File: src/rtl/inst_queue_ctrl.sv
// inst_queue_ctrl: fetch-to-decode instruction queue with mispredict redirect and flush squash
module inst_queue_ctrl #(
    parameter int DEPTH = 8,
    localparam int PTR_W = $clog2(DEPTH)
) (
    input  logic        clk,
    input  logic        resetn,
    input  logic        flush,
    input  logic        if_valid,
    output logic        if_ready,
    input  logic [31:0] if_pc,
    input  logic [31:0] if_inst,
    input  logic        if_pred_taken,
    input  logic [31:0] if_pred_target,
    output logic        id_valid,
    input  logic        id_ready,
    output logic [31:0] id_pc,
    output logic [31:0] id_inst,
    output logic        id_pred_taken,
    output logic [31:0] id_pred_target,
    input  logic        dec_br_mistaken,
    input  logic        dec_br_nop,
    input  logic [31:0] dec_br_target,
    output logic        redirect_valid,
    input  logic        redirect_ready,
    output logic [31:0] redirect_pc
);
    localparam logic [0:0] RUN   = 1'b0;
    localparam logic [0:0] REDIR = 1'b1;
    logic [31:0]      pc_mem     [DEPTH];
    logic [31:0]      inst_mem   [DEPTH];
    logic             taken_mem  [DEPTH];
    logic [31:0]      target_mem [DEPTH];
    logic [0:0]       state_q, state_d;
    logic [PTR_W:0]   count_q, count_d;
    logic [PTR_W-1:0] rd_ptr_q, rd_ptr_d, wr_ptr_q, wr_ptr_d;
    logic             redirect_valid_q, redirect_valid_d;
    logic [31:0]      redirect_pc_q, redirect_pc_d;
    logic             enq, deq, mis;
    assign if_ready       = state_q == RUN && count_q < (PTR_W+1)'(DEPTH);
    assign id_valid       = state_q == RUN && count_q != '0;
    assign enq            = if_valid && if_ready;
    assign deq            = id_valid && id_ready;
    assign mis            = deq && dec_br_mistaken;
    assign id_pc          = pc_mem[rd_ptr_q];
    assign id_inst        = inst_mem[rd_ptr_q];
    assign id_pred_taken  = taken_mem[rd_ptr_q];
    assign id_pred_target = target_mem[rd_ptr_q];
    assign redirect_valid = redirect_valid_q;
    assign redirect_pc    = redirect_pc_q;
    always_comb begin
        state_d          = state_q;
        count_d          = count_q;
        rd_ptr_d         = rd_ptr_q;
        wr_ptr_d         = wr_ptr_q;
        redirect_valid_d = redirect_valid_q;
        redirect_pc_d    = redirect_pc_q;
        if (flush) begin
            state_d          = RUN;
            count_d          = '0;
            rd_ptr_d         = '0;
            wr_ptr_d         = '0;
            redirect_valid_d = 1'b0;
        end else if (state_q == REDIR) begin
            if (redirect_valid_q && redirect_ready) begin
                state_d          = RUN;
                redirect_valid_d = 1'b0;
            end
        end else if (mis) begin
            // the branch itself leaves; everything younger, including this cycle's fetch, is squashed
            state_d          = REDIR;
            count_d          = '0;
            rd_ptr_d         = '0;
            wr_ptr_d         = '0;
            redirect_valid_d = 1'b1;
            redirect_pc_d    = dec_br_nop ? id_pc + 32'd4 : dec_br_target;
        end else begin
            wr_ptr_d = wr_ptr_q + PTR_W'(enq);
            rd_ptr_d = rd_ptr_q + PTR_W'(deq);
            count_d  = count_q + (PTR_W+1)'(enq) - (PTR_W+1)'(deq);
        end
    end
    always_ff @(posedge clk) begin
        if (!resetn) begin
            state_q          <= RUN;
            count_q          <= '0;
            rd_ptr_q         <= '0;
            wr_ptr_q         <= '0;
            redirect_valid_q <= 1'b0;
            redirect_pc_q    <= '0;
        end else begin
            state_q          <= state_d;
            count_q          <= count_d;
            rd_ptr_q         <= rd_ptr_d;
            wr_ptr_q         <= wr_ptr_d;
            redirect_valid_q <= redirect_valid_d;
            redirect_pc_q    <= redirect_pc_d;
        end
    end
    always_ff @(posedge clk) begin
        if (enq && !flush && !mis) begin
            pc_mem[wr_ptr_q]     <= if_pc;
            inst_mem[wr_ptr_q]   <= if_inst;
            taken_mem[wr_ptr_q]  <= if_pred_taken;
            target_mem[wr_ptr_q] <= if_pred_target;
        end
    end
endmodule

File: config.mk
export PLATFORM = sky130hd
export DESIGN_NAME = inst_queue_ctrl
export DESIGN_NICKNAME = d
export VERILOG_FILES = /design/src/rtl/inst_queue_ctrl.sv
export SDC_FILE = /design/constraint.sdc
export NUM_CORES = 1
export LEC_CHECK = 0
export BUFFER_PORTS_ARGS = -buffer_cell sky130_fd_sc_hd__buf_2
export CAP_MARGIN = 40
export CORE_ASPECT_RATIO = 1.1
export CORE_MARGIN = 2
export CORE_UTILIZATION = 30
export DETAILED_ROUTE_END_ITERATION = 8
export GPL_ROUTABILITY_DRIVEN = 0
export PLACE_DENSITY = 0.55
export SETUP_SLACK_MARGIN = 0.3
export SYNTH_ARGS = -nofsm -noshare
export SYNTH_HDL_FRONTEND = slang
export SYNTH_SLANG_ARGS = --single-unit
File: constraint.sdc
create_clock -name clk -period 13.28 [get_ports clk]
set_clock_uncertainty 0.15 [all_clocks]
set_input_delay 2.656 -clock clk [delete_from_list [all_inputs] [get_ports clk]]
set_output_delay 2.656 -clock clk [all_outputs]
set_load 0.02 [all_outputs]
==> results of run 1 <==
-- metal layers --
layer	share of wire, %	routed length, µm	GRT usage [%]	vias to the layer above
li1	-	-	-	6909
met1	42	31300	16.9	8223
met2	49	36200	22.5	461
met3	6.6	4900	3.59	136
met4	2.3	1680	4.02	20
met5	0.17	124	0	-
-- flip-flops by register name (all words and copies together) (netlist names), named ones only --
name            flops
inst_mem          256
pc_mem            256
target_mem        256
redirect_pc        32
taken_mem           8
count_q             4
rd_ptr_q            3
wr_ptr_q            3
redirect_valid      1
state_q             1
-- final timing paths --
kind | startpoint | end | slack, ns | depth (start not counted)
min reg2reg | redirect_pc[1] | redirect_pc[1] | 0.30 | 2
max reg2reg | flip-flop | redirect_pc[31] | 8.60 | 9
max | flip-flop | id_pc[25] | 6.22 | 6
min | redirect_pc[1] | redirect_pc[1] | 0.30 | 2
-- report_power, final --
part / internal [mW] / switching (mW)
clock network: 1.51 / 1.00
logic: 0.201 / 0.294
registers: 2.90 / 0.0231
-- through the flow --
stage	setup slack, ns	instance area [µm²]	utilization (%)	hold WS [ns]
detailed placement	6.76	35300	33.0	0.298
global placement	6.78	35100	32.8	0.289
global route	5.85	38400	35.8	0.322
CTS	6.02	38400	35.8	0.305
finish	6.22	38400	35.8	0.303
floorplan	2.76	32300	-	0.308
-- worst register-to-register path: cells and delay by family, from the launching register on --
| family | cells | cell delay, ns |
|---|---|---|
| buffers and inverters | 2 | 1.45 |
| XOR/XNOR | 1 | 0.25 |
| flip-flops | 1 | 0.69 |
| AND/OR/NAND/NOR | 4 | 1.56 |
| AO/OA/AOI/OAI | 2 | 0.47 |
-- logic make-up after synthesis --
logic type | Yosys count | share of synthesized area [%]
AO/OA/AOI/OAI | 84 | 1.68
XOR/XNOR | 24 | 0.675
adder cells (fa/ha/maj) | 11 | 0.450
buffers and inverters | 100 | 1.93
flip-flops | 823 | 75.1
multiplexers | 298 | 17.3
AND/OR/NAND/NOR | 161 | 2.81
-- cells in the final DEF (no fill, tap or decap), types with 20 or more instances in the layout --
master,n
a21oi_1,31
buf_2,269
buf_4,22
clkbuf_16,94
dfxtp_1,44
edfxtp_1,776
inv_1,20
mux2_2,85
mux4_1,22
mux4_2,170
nand2_1,26
nor2_1,37
-- layout make-up --
type / instances / area (µm²) / share of cell area (%)
Clock inverter: 58 / 606 / 1.58
Antenna cell: 6 / 15.0 / 0.0391
Inverter: 21 / 78.8 / 0.205
Timing Repair Buffer: 302 / 1780 / 4.63
Multi-Input combinational cell: 578 / 7470 / 19.5
Sequential cell: 823 / 24300 / 63.2
Clock buffer: 110 / 2410 / 6.29
Tap cell: 1408 / 1760 / 4.59
==> flow_metrics.tcl, run 1 <==
set metrics [dict create \
    cts_tree "built" \
    setup_viol 0 \
    fin_tns_setup_ns 0 \
    portBuffers 268 \
    grt_pass1_wl_um 109000 \
    maxSlewViolCount 0 \
    vdd_drop_max_mv 0.104 \
    root_buffer "clkbuf_16" \
    cp-end-kind "output pin" \
    stdcell_count 3306 \
    die_h_um 348 \
    worstPathRequired_ns 10.47 \
    io_pins 269 \
    core_area_um2 107000 \
    synthFlopType "edfxtp_1" \
    start_util_pct 30.1 \
    cp.arrival_ns 4.26 \
    cpPeakStageDelay_ns 0.78 \
    cpMaxStageDelayCell "buf_4" \
    yosysTopAreaCellShare_pct 72.2 \
    drtPass1Iterations 5 \
    clock_path_buffers 3 \
    yosysWarningCount 0 \
    dp_hpwl_um 43200 \
    wire_per_inst_um 22.4 \
    path_class "reg2out" \
    leakage_nw 12.2 \
    clk_latency_ns 0.65 \
    synth_edf_count 776 \
    yosysMostFrequentCell "edfxtp_1" \
    total_power_mw 5.92 \
    dr.first_iter.drc_count 1102 \
    post_cts_buffers 0 \
    crit_top_cell "buf_4" \
    hold_class "reg2reg" \
    finalWirelength_um 74100 \
    nets 1965 \
    ant_nets 0 \
    grtUsageTotal_pct 13.4 \
    nFillCells 9944 \
    ys_types 65 \
    cap_violations 0 \
    htreeDepth 3 \
    cts.sinks 823 \
    vias_per_cell 4.76 \
    cts-hold-fix-buffers 0 \
    die-area_um2 110000 \
    min_period_ns 7.06 \
    status "complete, no violations" \
    max_clock_freq_mhz 142 \
    antenna_found_initial 21 \
    rows 126 \
    synth-seq-cells 823 \
    clk_pin_slew_ns 0.06 \
    syn_inst 1501 \
    grt_max_degree 102 \
    synth_seq_area_share_pct 75.1 \
    drive_above_1_share_pct 38.5 \
    dieWidth_um 317 \
    area_growth_pct 18.9 \
    crit_chain "buf_4, buf_4, mux4_2, mux2i_1, inv_1, buf_2" \
    grt_pass1_vias 16600 \
    post-synth-top-area-cell "edfxtp_1" \
    cts_buffers 91 \
    startpoint_type "flip-flop" \
    rsz0062_at_grt "false" \
    dp.cells 3132 \
    period_share_pct 53.2 \
    drc 0 \
    max_slew.worst_pin.slew_ns 1.02 \
    num_vias 15700 \
    path_buf_inv 4 \
    power_density_nw_per_um2 154 \
    hold_viol 0 \
    synthTopCellsByArea "edfxtp_1 (72%), mux4_2 (12%), mux2_2 (3.0%), dfxtp_1 (2.9%), mux4_1 (1.8%)" \
    relSlewSlack_pct 32.3 \
    crit_family "buffers and inverters" \
    cts.repair.resized 0 \
    synthTopCellsByCount "edfxtp_1 (776), mux4_2 (170), mux2_2 (85)" \
    timing.critical_path.fanout_max 51 \
    synth_nets 1649 \
    avgSynthCellArea_um2 21.5 \
    async_reset_ff_share_pct 0 \
    overflow 0 \
    synth_area_um2 32300 \
]
Power figures use the tool's default switching activity.
==> run 2: changes to the inputs <==
ABC_AREA = 1   (was unset)
clock period = 6.6 ns   (was 13.28 ns; I/O delays follow)
==> run 2 against run 1 <==
Worst setup slack got worse by 4.4 ns. Largest power group unchanged. Synthesized area increased by 5.4%. Cell count increased by 45%. Critical path type unchanged. Global-route usage increased by 1.1 points.
==> flow_metrics.tcl, run 2 <==
set metrics [dict create \
    async_reset_ff_share_pct 0 \
    finalWirelength_um 86000 \
    synthTopCellsByCount "edfxtp_1 (776), nor2_1 (539), nand2_1 (498)" \
    die-area_um2 116000 \
    cap_violations 0 \
    ys_types 35 \
    die_h_um 357 \
    max_slew.worst_pin.slew_ns 0.934 \
    rows 129 \
    start_util_pct 30.2 \
    synthTopCellsByArea "edfxtp_1 (68%), nor2_1 (5.9%), nand2_1 (5.5%), o21ai_0 (4.4%), dfxtp_1 (2.8%)" \
    grt_pass1_vias 21200 \
    setup_viol 0 \
    crit_family "buffers and inverters" \
    crit_chain "clkinv_8, buf_16, buf_4, o21ai_0, o22ai_1, nor2_1, a31oi_1, buf_2" \
    antenna_found_initial 18 \
    path_buf_inv 4 \
    nFillCells 11100 \
    portBuffers 268 \
    synth_seq_area_share_pct 71.3 \
    post-synth-top-area-cell "edfxtp_1" \
    layout_commonest_cell "edfxtp_1" \
    maxSlewViolCount 0 \
    worst_slack_ns 1.77 \
    max_clock_freq_mhz 207 \
    drtPass1Iterations 6 \
    reg2reg_depth 16 \
    nets 3374 \
    post_cts_buffers 0 \
    cpPeakStageDelay_ns 0.48 \
    rsz0062_at_grt "false" \
    core_area_um2 112000 \
    synth-seq-cells 823 \
    clock_path_buffers 3 \
    yosysWarningCount 0 \
    timing.critical_path.fanout_max 147 \
    vdd_drop_max_mv 0.226 \
    drc 0 \
    hold_viol 0 \
    syn_inst 3004 \
    drive_above_1_share_pct 15.3 \
    combPwrFrac_pct 10.2 \
    synthFlopType "edfxtp_1" \
    p_sw_mw 2.99 \
    fin_util_pct 35.4 \
    htreeDepth 3 \
    hold_depth 2 \
    period_share_pct 73.2 \
    cts.repair.resized 0 \
    multi_input_area_um2 8090 \
    total_power_mw 11.9 \
    status "complete, no violations" \
    dieWidth_um 325 \
    ant_nets 0 \
    cp.arrival_ns 3.36 \
    grt_pass1_wl_um 129000 \
    dp_hpwl_um 45500 \
    switching_share_pct 25.2 \
    yosysTopAreaCellShare_pct 68.5 \
    clk_latency_ns 0.66 \
    cts_tree "built" \
    power_density_nw_per_um2 298 \
    avgSynthCellArea_um2 11.3 \
    root_buffer "clkbuf_16" \
    reg_top3 "inst_mem x256, pc_mem x256, target_mem x256" \
    min_period_ns 4.83 \
    startpoint_type "flip-flop" \
    cts-hold-fix-buffers 0 \
    vias_per_cell 4.59 \
    cts.sinks 823 \
    path_class "reg2out" \
    clkPwrFrac_pct 40.4 \
    worstPathRequired_ns 5.13 \
    num_vias 22100 \
    wire_per_inst_um 17.9 \
    cpMaxStageDelayCell "dfxtp_4" \
    grtUsageTotal_pct 14.5 \
    power.internal_mw 8.87 \
    pre_cts_ws_ns 2.43 \
    overflow 0 \
    cts_buffers 89 \
    clk_pin_slew_ns 0.06 \
    synth_nets 3152 \
    synth_area_um2 34000 \
    area_growth_pct 16.9 \
    synth_edf_count 776 \
    io_pins 269 \
    most-common-layout-cells "edfxtp_1 (776), nor2_1 (533), nand2_1 (498)" \
    yosysMostFrequentCell "edfxtp_1" \
    p_seq_share_pct 49.4 \
    dr.first_iter.drc_count 1338 \
    worst-path-stages 8 \
    stdcell_count 4810 \
    cp-end-kind "output pin" \
    grt_max_degree 163 \
    dp.cells 4641 \
    seqCellArea_um2 24300 \
    hold_class "reg2reg" \
    leakage_nw 14.8 \
    relSlewSlack_pct 37.8 \
]
[run 2: path summary, 6_finish.rpt]
check,start,to,slack [ns]
setup / recovery,flip-flop,id_inst[30],1.77
hold / removal,redirect_pc[20],redirect_pc[20],0.31
setup reg to reg,flip-flop,redirect_pc[18],2.86
hold reg to reg,redirect_pc[20],redirect_pc[20],0.31
[run 2: tightest hold or removal path: cells and delay by family, from the launching register on]
| kind | cells | cell delay (ns) |
|---|---|---|
| flip-flops | 1 | 0.31 |
| AND/OR/NAND/NOR | 1 | 0.06 |
| AO/OA/AOI/OAI | 1 | 0.05 |
[run 2: logic make-up (layout without fill, tap and decap cells)]
group,after synthesis,after routing,synth area share [%]
other cells,0,3,0
flops,823,823,71.3
simple gates,1244,1244,14.9
fa+ha+maj,11,11,0.427
compound gates,502,502,7.91
xor+xnor,12,12,0.309
buf+inv,412,709,5.18
[run 2: per-layer routing]
metal / track usage [%] / vias to the layer above / wire [µm]
met5: 0 / - / 142
li1: - / 10800 / -
met4: 4.88 / 22 / 2000
met2: 23.8 / 544 / 39800
met3: 3.69 / 140 / 5410
met1: 18.8 / 10600 / 38600
[run 2: stage by stage]
stage	cell area [µm²]	setup TNS [ns]	hold slack, ns
after floorplan	34000	-33.68	0.295
after global placement	36900	0	0.303
after detailed placement	37000	0	0.304
after CTS	39800	0	0.314
after global routing	39800	0	0.337
final	39800	0	0.313
[run 2: power by group through the flow]
stage               registers, mW  logic [mW]  clock network, mW
CTS                          5.86        1.23               4.92
global placement             5.97        1.22                  0
global route                 5.87        1.35               5.13
floorplan                    5.99       0.772                  0
finish                       5.86        1.21               4.79
detailed placement           5.97        1.23                  0
[run 2: cell type report]
type / count / share of cell area, %
Antenna cell: 3 / 0.0189
Multi-Input combinational cell: 1769 / 20.3
Clock buffer: 106 / 5.76
Sequential cell: 823 / 61.0
Inverter: 244 / 2.36
Timing Repair Buffer: 299 / 4.52
Clock inverter: 60 / 1.32
Tap cell: 1506 / 4.74
